**src/rtl/square_root_cordic_cu_if.sv**
```systemverilog
// square_root_cordic_cu_if: handshake, status-flag and control bundle between CORDIC sqrt controller and datapath.
interface square_root_cordic_cu_if;
    logic       start;
    logic       co, repeat_iter, neg, zero_flag, one_flag;
    logic       loadS, loadE, loadM, loadE_out, loadX, loadY, init_cnt, en_cnt;
    logic [1:0] src_x;
    logic       src_y;
    logic       busy, done, invalid;
    modport slave (
        input  start, co, repeat_iter, neg, zero_flag, one_flag,
        output loadS, loadE, loadM, loadE_out, loadX, loadY, init_cnt, en_cnt,
        output src_x, src_y, busy, done, invalid
    );
    modport master (
        output start, co, repeat_iter, neg, zero_flag, one_flag,
        input  loadS, loadE, loadM, loadE_out, loadX, loadY, init_cnt, en_cnt,
        input  src_x, src_y, busy, done, invalid
    );
endinterface

```
**src/rtl/square_root_cordic_cu.sv**
```systemverilog
// square_root_cordic_cu: control FSM sequencing load, special-case check, hyperbolic CORDIC iterations and scaling.
module square_root_cordic_cu #(
    parameter int NUM_ITER = 16
) (
    input logic clk,
    input logic rst,
    square_root_cordic_cu_if.slave bus
);
    typedef enum logic [2:0] {IDLE, LOAD, CHECK, INIT, ITER, SCALE, DONE} state_t;
    localparam int W = $clog2(2 * NUM_ITER + 4);
    localparam logic [W-1:0] ITER_MAX = W'(2 * NUM_ITER);
    state_t state_q, state_d;
    logic rep_q, invalid_q, rep_pend;
    logic load_s_q, load_e_q, load_m_q, load_e_out_q, load_x_q, load_y_q, init_cnt_q;
    logic src_y_q, busy_q, done_q;
    logic [1:0] src_x_q;
    logic [W-1:0] itc_q;
    // a repeat index runs twice before the counter is allowed to advance
    assign rep_pend = bus.repeat_iter && !rep_q;
    always_comb begin
        state_d = state_q;
        case (state_q)
            IDLE:    state_d = bus.start ? LOAD : IDLE;
            LOAD:    state_d = CHECK;
            CHECK:   state_d = (bus.neg || bus.zero_flag || bus.one_flag) ? DONE : INIT;
            INIT:    state_d = ITER;
            ITER:    state_d = (bus.co && !rep_pend) ? SCALE : ITER;
            SCALE:   state_d = DONE;
            default: state_d = IDLE;
        endcase
    end
    always_ff @(posedge clk) begin
        if (rst) begin
            state_q      <= IDLE;
            rep_q        <= 1'b0;
            invalid_q    <= 1'b0;
            load_s_q     <= 1'b0;
            load_e_q     <= 1'b0;
            load_m_q     <= 1'b0;
            load_e_out_q <= 1'b0;
            load_x_q     <= 1'b0;
            load_y_q     <= 1'b0;
            init_cnt_q   <= 1'b0;
            src_x_q      <= 2'b00;
            src_y_q      <= 1'b0;
            busy_q       <= 1'b0;
            done_q       <= 1'b0;
            itc_q        <= '0;
        end else begin
            state_q      <= state_d;
            rep_q        <= (state_q == ITER) && rep_pend;
            invalid_q    <= (state_q == CHECK) ? bus.neg : invalid_q;
            load_s_q     <= state_d == LOAD;
            load_e_q     <= state_d == LOAD;
            load_m_q     <= state_d == LOAD;
            load_e_out_q <= state_d == CHECK;
            load_x_q     <= state_d inside {INIT, ITER, SCALE};
            load_y_q     <= state_d inside {INIT, ITER};
            init_cnt_q   <= state_d == INIT;
            src_x_q      <= (state_d == ITER) ? 2'b01 : (state_d == SCALE) ? 2'b10 : 2'b00;
            src_y_q      <= state_d == ITER;
            busy_q       <= !(state_d inside {IDLE, DONE});
            done_q       <= state_d == DONE;
            itc_q        <= (state_q == ITER) ? itc_q + 1'b1 : '0;
            assert (itc_q <= ITER_MAX);
        end
    end
    assign bus.en_cnt    = (state_q == ITER) && !rep_pend;
    assign bus.loadS     = load_s_q;
    assign bus.loadE     = load_e_q;
    assign bus.loadM     = load_m_q;
    assign bus.loadE_out = load_e_out_q;
    assign bus.loadX     = load_x_q;
    assign bus.loadY     = load_y_q;
    assign bus.init_cnt  = init_cnt_q;
    assign bus.src_x     = src_x_q;
    assign bus.src_y     = src_y_q;
    assign bus.busy      = busy_q;
    assign bus.done      = done_q;
    assign bus.invalid   = invalid_q;
endmodule

```
**src/flat_wrapper.sv**
```systemverilog
// flat-port wrapper written by rule: the top's interface ports become plain ports
module square_root_cordic_cu_flat 
#(
    parameter int NUM_ITER = 16
)
  (clk, rst, bus_start, bus_co, bus_repeat_iter, bus_neg, bus_zero_flag, bus_one_flag, bus_loadS, bus_loadE, bus_loadM, bus_loadE_out, bus_loadX, bus_loadY, bus_init_cnt, bus_en_cnt, bus_src_x, bus_src_y, bus_busy, bus_done, bus_invalid);
  square_root_cordic_cu_if bus_i ();
  input logic clk;
  input logic rst;
  input wire logic [$bits(bus_i.start)-1:0] bus_start;
  input wire logic [$bits(bus_i.co)-1:0] bus_co;
  input wire logic [$bits(bus_i.repeat_iter)-1:0] bus_repeat_iter;
  input wire logic [$bits(bus_i.neg)-1:0] bus_neg;
  input wire logic [$bits(bus_i.zero_flag)-1:0] bus_zero_flag;
  input wire logic [$bits(bus_i.one_flag)-1:0] bus_one_flag;
  output wire logic [$bits(bus_i.loadS)-1:0] bus_loadS;
  output wire logic [$bits(bus_i.loadE)-1:0] bus_loadE;
  output wire logic [$bits(bus_i.loadM)-1:0] bus_loadM;
  output wire logic [$bits(bus_i.loadE_out)-1:0] bus_loadE_out;
  output wire logic [$bits(bus_i.loadX)-1:0] bus_loadX;
  output wire logic [$bits(bus_i.loadY)-1:0] bus_loadY;
  output wire logic [$bits(bus_i.init_cnt)-1:0] bus_init_cnt;
  output wire logic [$bits(bus_i.en_cnt)-1:0] bus_en_cnt;
  output wire logic [$bits(bus_i.src_x)-1:0] bus_src_x;
  output wire logic [$bits(bus_i.src_y)-1:0] bus_src_y;
  output wire logic [$bits(bus_i.busy)-1:0] bus_busy;
  output wire logic [$bits(bus_i.done)-1:0] bus_done;
  output wire logic [$bits(bus_i.invalid)-1:0] bus_invalid;
  assign bus_i.start = bus_start;
  assign bus_i.co = bus_co;
  assign bus_i.repeat_iter = bus_repeat_iter;
  assign bus_i.neg = bus_neg;
  assign bus_i.zero_flag = bus_zero_flag;
  assign bus_i.one_flag = bus_one_flag;
  assign bus_loadS = bus_i.loadS;
  assign bus_loadE = bus_i.loadE;
  assign bus_loadM = bus_i.loadM;
  assign bus_loadE_out = bus_i.loadE_out;
  assign bus_loadX = bus_i.loadX;
  assign bus_loadY = bus_i.loadY;
  assign bus_init_cnt = bus_i.init_cnt;
  assign bus_en_cnt = bus_i.en_cnt;
  assign bus_src_x = bus_i.src_x;
  assign bus_src_y = bus_i.src_y;
  assign bus_busy = bus_i.busy;
  assign bus_done = bus_i.done;
  assign bus_invalid = bus_i.invalid;
  square_root_cordic_cu #(.NUM_ITER(NUM_ITER)) u_core (.clk(clk), .rst(rst), .bus(bus_i));
endmodule
```
**config.mk**
```make
export PLATFORM = sky130hd
export DESIGN_NAME = square_root_cordic_cu_flat
export DESIGN_NICKNAME = d
export VERILOG_FILES = /design/src/rtl/square_root_cordic_cu_if.sv /design/src/rtl/square_root_cordic_cu.sv /design/src/flat_wrapper.sv
export SDC_FILE = /design/constraint.sdc
export NUM_CORES = 1
export LEC_CHECK = 0
export BUFFER_PORTS_ARGS = -buffer_cell sky130_fd_sc_hd__buf_2
export CAP_MARGIN = 20
export CORE_AREA = 4 4 41 43
export DETAILED_ROUTE_END_ITERATION = 10
export DIE_AREA = 0 0 45 47
export PLACE_DENSITY = 0.7
export SLEW_MARGIN = 25
export SYNTH_ARGS = -nofsm -noshare
export SYNTH_HDL_FRONTEND = slang
export SYNTH_SLANG_ARGS = --single-unit
export TNS_END_PERCENT = 20
```
**constraint.sdc**
```tcl
create_clock -name clk -period 3 [get_ports clk]
set_input_delay 0.6 -clock clk [delete_from_list [all_inputs] [get_ports clk]]
set_output_delay 0.6 -clock clk [all_outputs]
set_load 0.01 [all_outputs]
```
# After elaboration in Yosys (flattened, before gate mapping)
# Index checks and enable logic that the tools add are counted.
# op_classes
addsub	0
n_mul	0
div	0
n_lt_le_gt_ge	0
n_eq_ne	11
shift	0
mux	6
bitwise_logic	0
n_reduce_logical	15
# op_table
operator	n
$pmux W3 S6	1
$eq A3 B3 Y1 const B	5
$eq A3 B2 Y1 const B	4
$eq A3 B1 Y1 const B	2
$logic_not A3 Y1	2
$logic_and A1 B1 Y1	4
$reduce_bool A2 Y1	2
$logic_not A1 Y1	3
$mux W1	3
$mux W3	1
$reduce_bool A3 Y1	1
$logic_or A1 B1 Y1	2
$mux W2	1
$reduce_or A2 Y1	1
# totals
ff_bits	15
latchBits	0
ram_bits	0
rom_bits	0
inputBits	8
out_inout_bits	14
word_cells	45
n_memories	0

# Longest topological paths before layout
# Gate-level depths: netlist (run 1).
# depth
depth_word	9
depth_mapped	4
mapped_depth_nobuf	3

# Worst setup path before layout (run 1)
# OpenSTA, ideal clock, no wires.
# synth_path
path_type	reg-to-output
startpoint	reg u_core.state_q[1]
endpoint	out bus_en_cnt
arrival_time_ps	968
required_ps	2400
path_slack_ps	1432
stages_incl_launch_ff	3
n_path_buf	0
path_cell_list	dfxtp_1 > or3b_4 > and2b_1
# synth_between
elab_chain_cells	2
# synth_lines
item	line_no	rtl
from (decl)	square_root_cordic_cu.sv:12	state_t state_q, state_d;
from (signal assigned)	square_root_cordic_cu.sv:50	state_q <= state_d;
$eq A3 B3 Y1	square_root_cordic_cu.sv:68	assign bus.en_cnt = (state_q == ITER) && !rep_pend;
$logic_and A1 B1 Y1	square_root_cordic_cu.sv:68	
to (decl)	flat_wrapper.sv:23	output wire logic [$bits(bus_i.en_cnt)-1:0] bus_en_cnt;
# Every way passes these cells.

# Worst setup path after layout (run 1)
# layout_path
startpoint	reg u_core.state_q[2]
endpoint	out bus_en_cnt
# Same word-level chain as after synthesis.

==> reports/metrics.cfg, run 1 <==
[timing]
rsz0062_at_grt=false
setup_violations=0
period_share_pct=72.8
clock_skew_ns=0.00795
fmax_ghz=0.458
final_max_slew_viol_count=0
finalCriticalPeriod_ns=2.18
worstMarginPinSlew_ns=0.425
hold_viol_final=0
fin_tns_setup_ns=0
slew_headroom_pct=71.7

[route]
antenna_left=0
viasPerCell=5.09
vias=468
routed_wirelength_um=1060
dr.pass1.iters=4
wire_per_inst_um=11.5
drt-initial-drc-count=3
remaining_drc_errors=0

[placement]
dp.cells=89
dpl.hpwl_um=779
io_buffers=21
gp_congestion=0.842

[clocking]
cts_buffer_depth=2
cts_setup_buffers=0
tritoncts=done
clock_latency_ns=0.28
ctsRootBufferMaster=clkbuf_4
cts_hold_buf=0
cts.sinks=14
numCtsBuffers=3
cts-htree-levels=1
cts_resized=0
clk_pin_slew_worst_paths_ns=0.08

[synth]
synth_top_family_by_area=simple AND/OR/NAND/NOR gates
synth-compound-area-share_pct=13.9
ys_seq_area_share_pct=51.1
synthAdderAreaFrac_pct=0
ys.flop_type=dfxtp_1
synthXorXnorAreaFrac_pct=0
ys_types=23
ys_seq_elements=14
yosys_warnings=0
synthMuxAreaShare_pct=1.83
syn_inst=59
synth-edff-count=0
syn_nets=67
synthArstFlopShare_pct=0
synth_area_um2=548
post_synth.cell_area_avg_um2=9.29
yosys.area_share.simple_pct=25.3

[layout]
layout_common_cells=buf_2, dfxtp_1, a21oi_1
antennaDiodeCount=0
final_cells=92
fin_nets=87
final_common_cell=buf_2
area_growth_pct=20.3
drive_gt1_share_pct=33.8

[worst_setup_path]
critical-path-top-delay-family=simple AND/OR/NAND/NOR gates
crit_chain=or3b_4 > and2b_1 > buf_2
critPathBufInv=1
crit_fanout=12
start_kind=flip-flop
cpPeakStageDelay_ns=0.55
cp-end-kind=output pin
crit_slowest_cell=dfxtp_1
criticalPathCategory=flip-flop to output pin
required_ns=2.40
critPathArrivalTime_ns=1.58

[grt]
grt_max_degree=14
grt_pass1_wl_um=1570
antenna_found_initial=0
grt_use_total_pct=11.2
grt_overflow=0
grt_pass1_vias=352

[job]
maxCapViolCount=0

[floorplanning]
dieArea_um2=2120
initial_utilization_pct=42.1
rows=13
io_pins=22
coreArea_um2=1300
die_w_um=45
die_y_um=47

[hold_path]
min_path_type=flip-flop to flip-flop

[power]
p_leak_uw=0.000306
pwr_density_cell_nw_per_um2=564
ir_drop_uv=251

[status]
status=finished, final reports clean

[state kept, by name, summed over array words and instances, names as in the netlist]
name                  flops
u_core.bus.busy           1
u_core.bus.init_cnt       1
u_core.state_q            3
u_core.bus.loadS          1
u_core.rep_q              1
u_core.bus.loadX          1
u_core.bus.invalid        1
u_core.bus.loadY          1
u_core.bus.src_y          1
u_core.bus.done           1
u_core.bus.src_x          1
u_core.bus.loadE_out      1
[synthesized netlist by cell type, types with 3 or more instances]
cell type,instances,area (um2)
dfxtp_1,14,280
a21oi_1,6,30.0
nand2_1,4,15.0
buf_4,3,22.5
nor2_1,3,11.3
nor2b_1,3,18.8
o21ai_0,3,15.0
[area by class of cell]
class                   instances  area, um2
clock buffers                   3       22.5
fillers                       136        642
inverters                       2       7.51
multi-input cells              37        225
flip-flops and latches         14        280
well taps                      15       18.8
repair buffers                 21        105
[layer usage]
layer  part of all wire (%)  vias to the layer above  GRT usage, %  wire length [um]
met3                    9.4                        4          4.98                99
li1                       -                      240             -                 -
met1                     48                      205          13.9               508
met5                      0                        -             0                 0
met4                    2.4                        0          10.5                25
met2                     40                       19          14.1               423
[worst paths after layout]
check | from | end | slack [ns] | depth (start not counted)
hold / removal | u_core.bus.invalid | u_core.bus.invalid | 0.50 | 2
setup / recovery | u_core.state_q[2] | bus_en_cnt | 0.82 | 3
setup reg to reg | u_core.state_q[2] | u_core.bus.loadY | 1.46 | 3
hold reg to reg | u_core.bus.invalid | u_core.bus.invalid | 0.50 | 2
[worst reg2reg max path: cells and delay by family, from the launching register on]
family / cells / cell delay [ns]
AO/OA/AOI/OAI: 2 / 0.49
flip-flops: 1 / 0.55
AND/OR/NAND/NOR: 1 / 0.45
[kinds of logic (layout without fill, tap and decap cells)]
kind of cell / count (synthesis) / in the layout
multiplexers: 1 / 1
buffers and inverters: 8 / 26
AND/OR/NAND/NOR: 23 / 23
AO/OA/AOI/OAI: 13 / 13
flip-flops: 14 / 14
[power by group]
group	internal, uW	switching, uW	total (uW)
clock	46.5	54.5	101
combinational	27.5	31.1	58.6
sequential	199	13.7	212
total	273	99.2	372
[metrics by stage]
step	worst slack [ns]	total power (uW)	utilization, %	cell area [um2]	hold slack [ns]
after floorplan	1.43	257	-	548	0.492
after global placement	1.17	273	48.9	637	0.481
after detailed placement	1.14	275	48.9	637	0.480
after CTS	0.817	377	50.7	659	0.506
after global routing	0.728	398	50.7	659	0.555
final	0.816	372	50.7	659	0.496
Note: power is estimated with default switching activity, not from simulation.
==> inputs of run 2 (changes only) <==
--- a/config.mk
+++ b/config.mk
@@ -7,10 +7,10 @@
 export LEC_CHECK = 0
 export BUFFER_PORTS_ARGS = -buffer_cell sky130_fd_sc_hd__buf_2
 export CAP_MARGIN = 20
-export CORE_AREA = 4 4 41 43
+export CORE_MARGIN = 4
+export CORE_UTILIZATION = 40
 export DETAILED_ROUTE_END_ITERATION = 10
-export DIE_AREA = 0 0 45 47
-export PLACE_DENSITY = 0.7
+export PLACE_DENSITY = 0.71
 export SLEW_MARGIN = 25
 export SYNTH_ARGS = -nofsm -noshare
 export SYNTH_HDL_FRONTEND = slang
==> constraint.sdc (replaced) <==
create_clock -name clk -period 2 [get_ports clk]
set_input_delay 0.4 -clock clk [delete_from_list [all_inputs] [get_ports clk]]
set_output_delay 0.4 -clock clk [all_outputs]
set_load 0.01 [all_outputs]
==> reports/metrics.cfg, run 2 (same netlist as run 1, synthesis figures left out) <==
[status]
status=finished, final reports clean

[floorplanning]
io_pins=22
die_y_um=45.0
initial_utilization_pct=42.1
coreArea_um2=1300
dieArea_um2=2030
die_w_um=45.0
rows=13

[timing]
fin_tns_setup_ns=0
setup_ws_ns=0.117
hold_viol_final=0
clock_skew_ns=0.00377
slew_headroom_pct=73.2
setup_violations=0
finalCriticalPeriod_ns=1.88
rsz0062_at_grt=false
period_share_pct=94.2
final_max_slew_viol_count=0
fmax_ghz=0.531
worstMarginPinSlew_ns=0.399

[worst_setup_path]
ff2ff_path_depth=3
crit_fanout=12
rr_endpoint=u_core.bus.src_y
crit_start=u_core.state_q[2]
r2r-start=u_core.state_q[2]
start_kind=flip-flop
cp-end-kind=output pin
r2r_setup_slack_ns=0.57
criticalPathCategory=flip-flop to output pin
critPathArrivalTime_ns=1.48
required_ns=1.60
endpoint=bus_en_cnt

[layout]
fin_nets=88
fill_cells=125
regMostFlops=u_core.state_q
final_util_pct=51.3
final_common_cell=buf_2
largest_reg_flops=3
drive_gt1_share_pct=35.9
antennaDiodeCount=0
multi_input_area_um2=225
area_growth_pct=21.9
layout_common_cells=buf_2, dfxtp_1, a21oi_1
seq_area_um2=282

[power]
p_leak_uw=0.000311
pwr_density_cell_nw_per_um2=851
ir_drop_uv=364

[clocking]
cts_buffer_depth=2
tritoncts=done
cts_hold_buf=0
numCtsBuffers=3
cts_resized=0
clk_pin_slew_worst_paths_ns=0.08
cts.sinks=14
cts_setup_buffers=0
cts-htree-levels=1
ctsRootBufferMaster=clkbuf_4
clock_latency_ns=0.28

[route]
viasPerCell=5.25
routed_wirelength_um=1170
remaining_drc_errors=0
antenna_left=0
dr.pass1.iters=4
drt-initial-drc-count=15
wire_per_inst_um=12.6
vias=488

[job]
maxCapViolCount=0

[grt]
grt_max_degree=14
grt_use_total_pct=13.1
grt_pass1_vias=431
grt_pass1_wl_um=1900
antenna_found_initial=0
grt_overflow=0

[placement]
gp_congestion=0.823
io_buffers=21
place_ws_ns=0.323
dpl.hpwl_um=846

[hold_path]
min_path_type=input pin to flip-flop

-- run 2: cell types whose count changed in the layout (fill, tap and decap cells not counted) --
cell     before  now
buf_4         0    1
dfxtp_1      14   13
dfxtp_2       0    1
-- run 2: how the worst min path moves through the flow --
stage	from	to	slack, ns	cells after the start
final	bus_neg	u_core.bus.invalid	0.38	3
after floorplan	rst	u_core.bus.src_x[1]	0.48	1
after global routing	bus_neg	u_core.bus.invalid	0.44	3
after detailed placement	u_core.bus.invalid	u_core.bus.invalid	0.48	2
after CTS	bus_neg	u_core.bus.invalid	0.39	3
after global placement	u_core.bus.invalid	u_core.bus.invalid	0.48	2
-- run 2: layout make-up --
class                   instances  share of cell area (%)
clock buffers                   3                    3.37
multi-input cells              37                    33.7
well taps                      15                    2.81
flip-flops and latches         14                    42.1
inverters                       2                    1.12
repair buffers                 22                    16.9
-- run 2: metal layers --
layer / vias up / track usage [%] / share of wire, % / wire, um
li1: 241 / - / - / -
met1: 211 / 16.9 / 41 / 475
met2: 31 / 19.8 / 46 / 538
met3: 5 / 2.39 / 11 / 128
met4: 0 / 8.77 / 2.5 / 29
met5: - / 0 / 0 / 0
-- run 2: critical path, cell delays in order, from the launching register on --
cell	delay [ns]
dfxtp_2	0.45
or3b_4	0.43
and2b_1	0.20
buf_2	0.12
-- run 2: where the power goes --
group | internal [uW] | total [uW] | switching [uW]
Combinational | 43.9 | 98.8 | 54.9
Sequential | 298 | 314 | 15.1
Clock | 70.0 | 156 | 86.2
-- run 2: stage by stage --
step / cells / cell area (um2) / total power, uW / hold slack [ns]
floorplan: 59 / 548 / 386 / 0.479
global placement: 90 / 644 / 414 / 0.478
detailed placement: 90 / 644 / 418 / 0.480
CTS: 93 / 667 / 569 / 0.385
global route: 93 / 668 / 595 / 0.435
finish: 93 / 668 / 569 / 0.382
==> inputs of run 3 (changes only) <==
--- a/config.mk
+++ b/config.mk
@@ -7,10 +7,13 @@
 export LEC_CHECK = 0
 export BUFFER_PORTS_ARGS = -buffer_cell sky130_fd_sc_hd__buf_2
 export CAP_MARGIN = 20
+export CELL_PAD_IN_SITES_DETAIL_PLACEMENT = 1
+export CELL_PAD_IN_SITES_GLOBAL_PLACEMENT = 1
+export CORE_ASPECT_RATIO = 0.9
 export CORE_MARGIN = 4
-export CORE_UTILIZATION = 40
+export CORE_UTILIZATION = 29
 export DETAILED_ROUTE_END_ITERATION = 10
-export PLACE_DENSITY = 0.71
+export PLACE_DENSITY_LB_ADDON = 0.1
 export SLEW_MARGIN = 25
 export SYNTH_ARGS = -nofsm -noshare
 export SYNTH_HDL_FRONTEND = slang
==> reports/metrics.cfg, run 3 (same netlist as run 1, synthesis figures left out) <==
[status]
status=finished, final reports clean

[timing]
period_share_pct=94.6
setup_violations=0
hold_viol_final=0
worstMarginPinSlew_ns=0.432
finalCriticalPeriod_ns=1.89
clock_skew_ns=0.00340
rsz0062_at_grt=false
worst_hold_slack_ns=0.395
slew_headroom_pct=71.1
fmax_ghz=0.528
fin_tns_setup_ns=0
final_max_slew_viol_count=0

[grt]
grt_pass1_wl_um=2100
grt_use_total_pct=11.3
met1_usage_pct=14.2
globalRouteMet3Util_pct=3.06
grt_overflow=0
grtUsageMet2_pct=16.1
grt_max_degree=14
antenna_found_initial=0
grt_pass1_vias=461
busiest_layer=met2

[floorplanning]
dieArea_um2=2650
die_w_um=53.8
initial_utilization_pct=31.6
rows=14
die_y_um=49.2
coreArea_um2=1730
io_pins=22

[route]
remaining_drc_errors=0
dr.pass1.iters=4
vias=478
wire_per_inst_um=12.8
antenna_left=0
viasPerCell=4.64
routed_wirelength_um=1320
drt-initial-drc-count=3

[layout]
fill_cells=205
regMostFlops=u_core.state_q
antennaDiodeCount=0
fin_nets=88
final_common_cell=buf_2
largest_reg_flops=3
drive_gt1_share_pct=35.4
final_util_pct=39.9
layout_common_cells=buf_2, dfxtp_1, a21oi_1
area_growth_pct=26.3

[clocking]
cts.sinks=14
clk_pin_slew_worst_paths_ns=0.09
cts_buffer_depth=2
numCtsBuffers=3
tritoncts=done
cts-htree-levels=1
clock_latency_ns=0.28
ctsRootBufferMaster=clkbuf_4
cts_setup_buffers=0
cts_hold_buf=0
cts_resized=0

[worst_setup_path]
critPathArrivalTime_ns=1.49
criticalPathCategory=flip-flop to output pin
crit_start=u_core.state_q[0]
r2r-start=u_core.state_q[0]
required_ns=1.60
start_kind=flip-flop
ff2ff_path_depth=3
crit_fanout=13
cp-end-kind=output pin

[job]
maxCapViolCount=0

[power]
internal-power_uw=453
switching_power_uw=171
pwr_density_cell_nw_per_um2=901
comb_power_share_pct=15.9
p_seq_share_pct=50.3
clockPowerShare_pct=33.8
swShare_pct=27.4
ir_drop_uv=330
p_leak_uw=0.000318

[placement]
gp_congestion=0.721
dpl.hpwl_um=941
io_buffers=21

[hold_path]
holdCritStartpoint=bus_neg
min_path_cells=3
min_path_type=input pin to flip-flop

==> run 3: layout make-up <==
type	instances	area [um2]	area share, %
clock buffer	4	36.3	5.24
multi-input combinational	37	225	32.5
timing repair buffer	22	113	16.3
inverter	2	7.51	1.08
tap	24	30.0	4.34
sequential	14	280	40.5
==> run 3: critical path, cell delays in order (launching register included) <==
cell,delay [ns]
dfxtp_1,0.45
or3b_4,0.45
and2b_1,0.19
buf_2,0.12
==> run 3: per-stage QoR <==
stage               setup WS (ns)  cell area [um2]  instances  power [uW]
floorplan                   0.632              548         59         386
global placement            0.456              656         99         417
detailed placement          0.441              656         99         419
CTS                        0.0974              692        103         634
global route               0.0353              692        103         658
finish                      0.107              692        103         623
==> run 3: worst paths after layout <==
path,to,slack (ns)
min reg2reg,u_core.bus.invalid,0.52
max reg2reg,u_core.bus.loadY,0.51
max,bus_en_cnt,0.11
min,u_core.bus.invalid,0.40
==> run 3: power by group through the flow <==
stage	clock network (uW)	registers [uW]	logic, uW
floorplan	0	321	64.7
global placement	0	318	98.2
detailed placement	0	320	99.4
CTS	220	314	100
global route	230	317	112
finish	211	314	98.9
==> run 3: layer usage <==
| metal | routed length, um | part of all wire [%] |
|---|---|---|
| met1 | 625 | 48 |
| met2 | 588 | 45 |
| met3 | 88 | 6.7 |
| met4 | 13 | 0.99 |
| met5 | 0 | 0 |
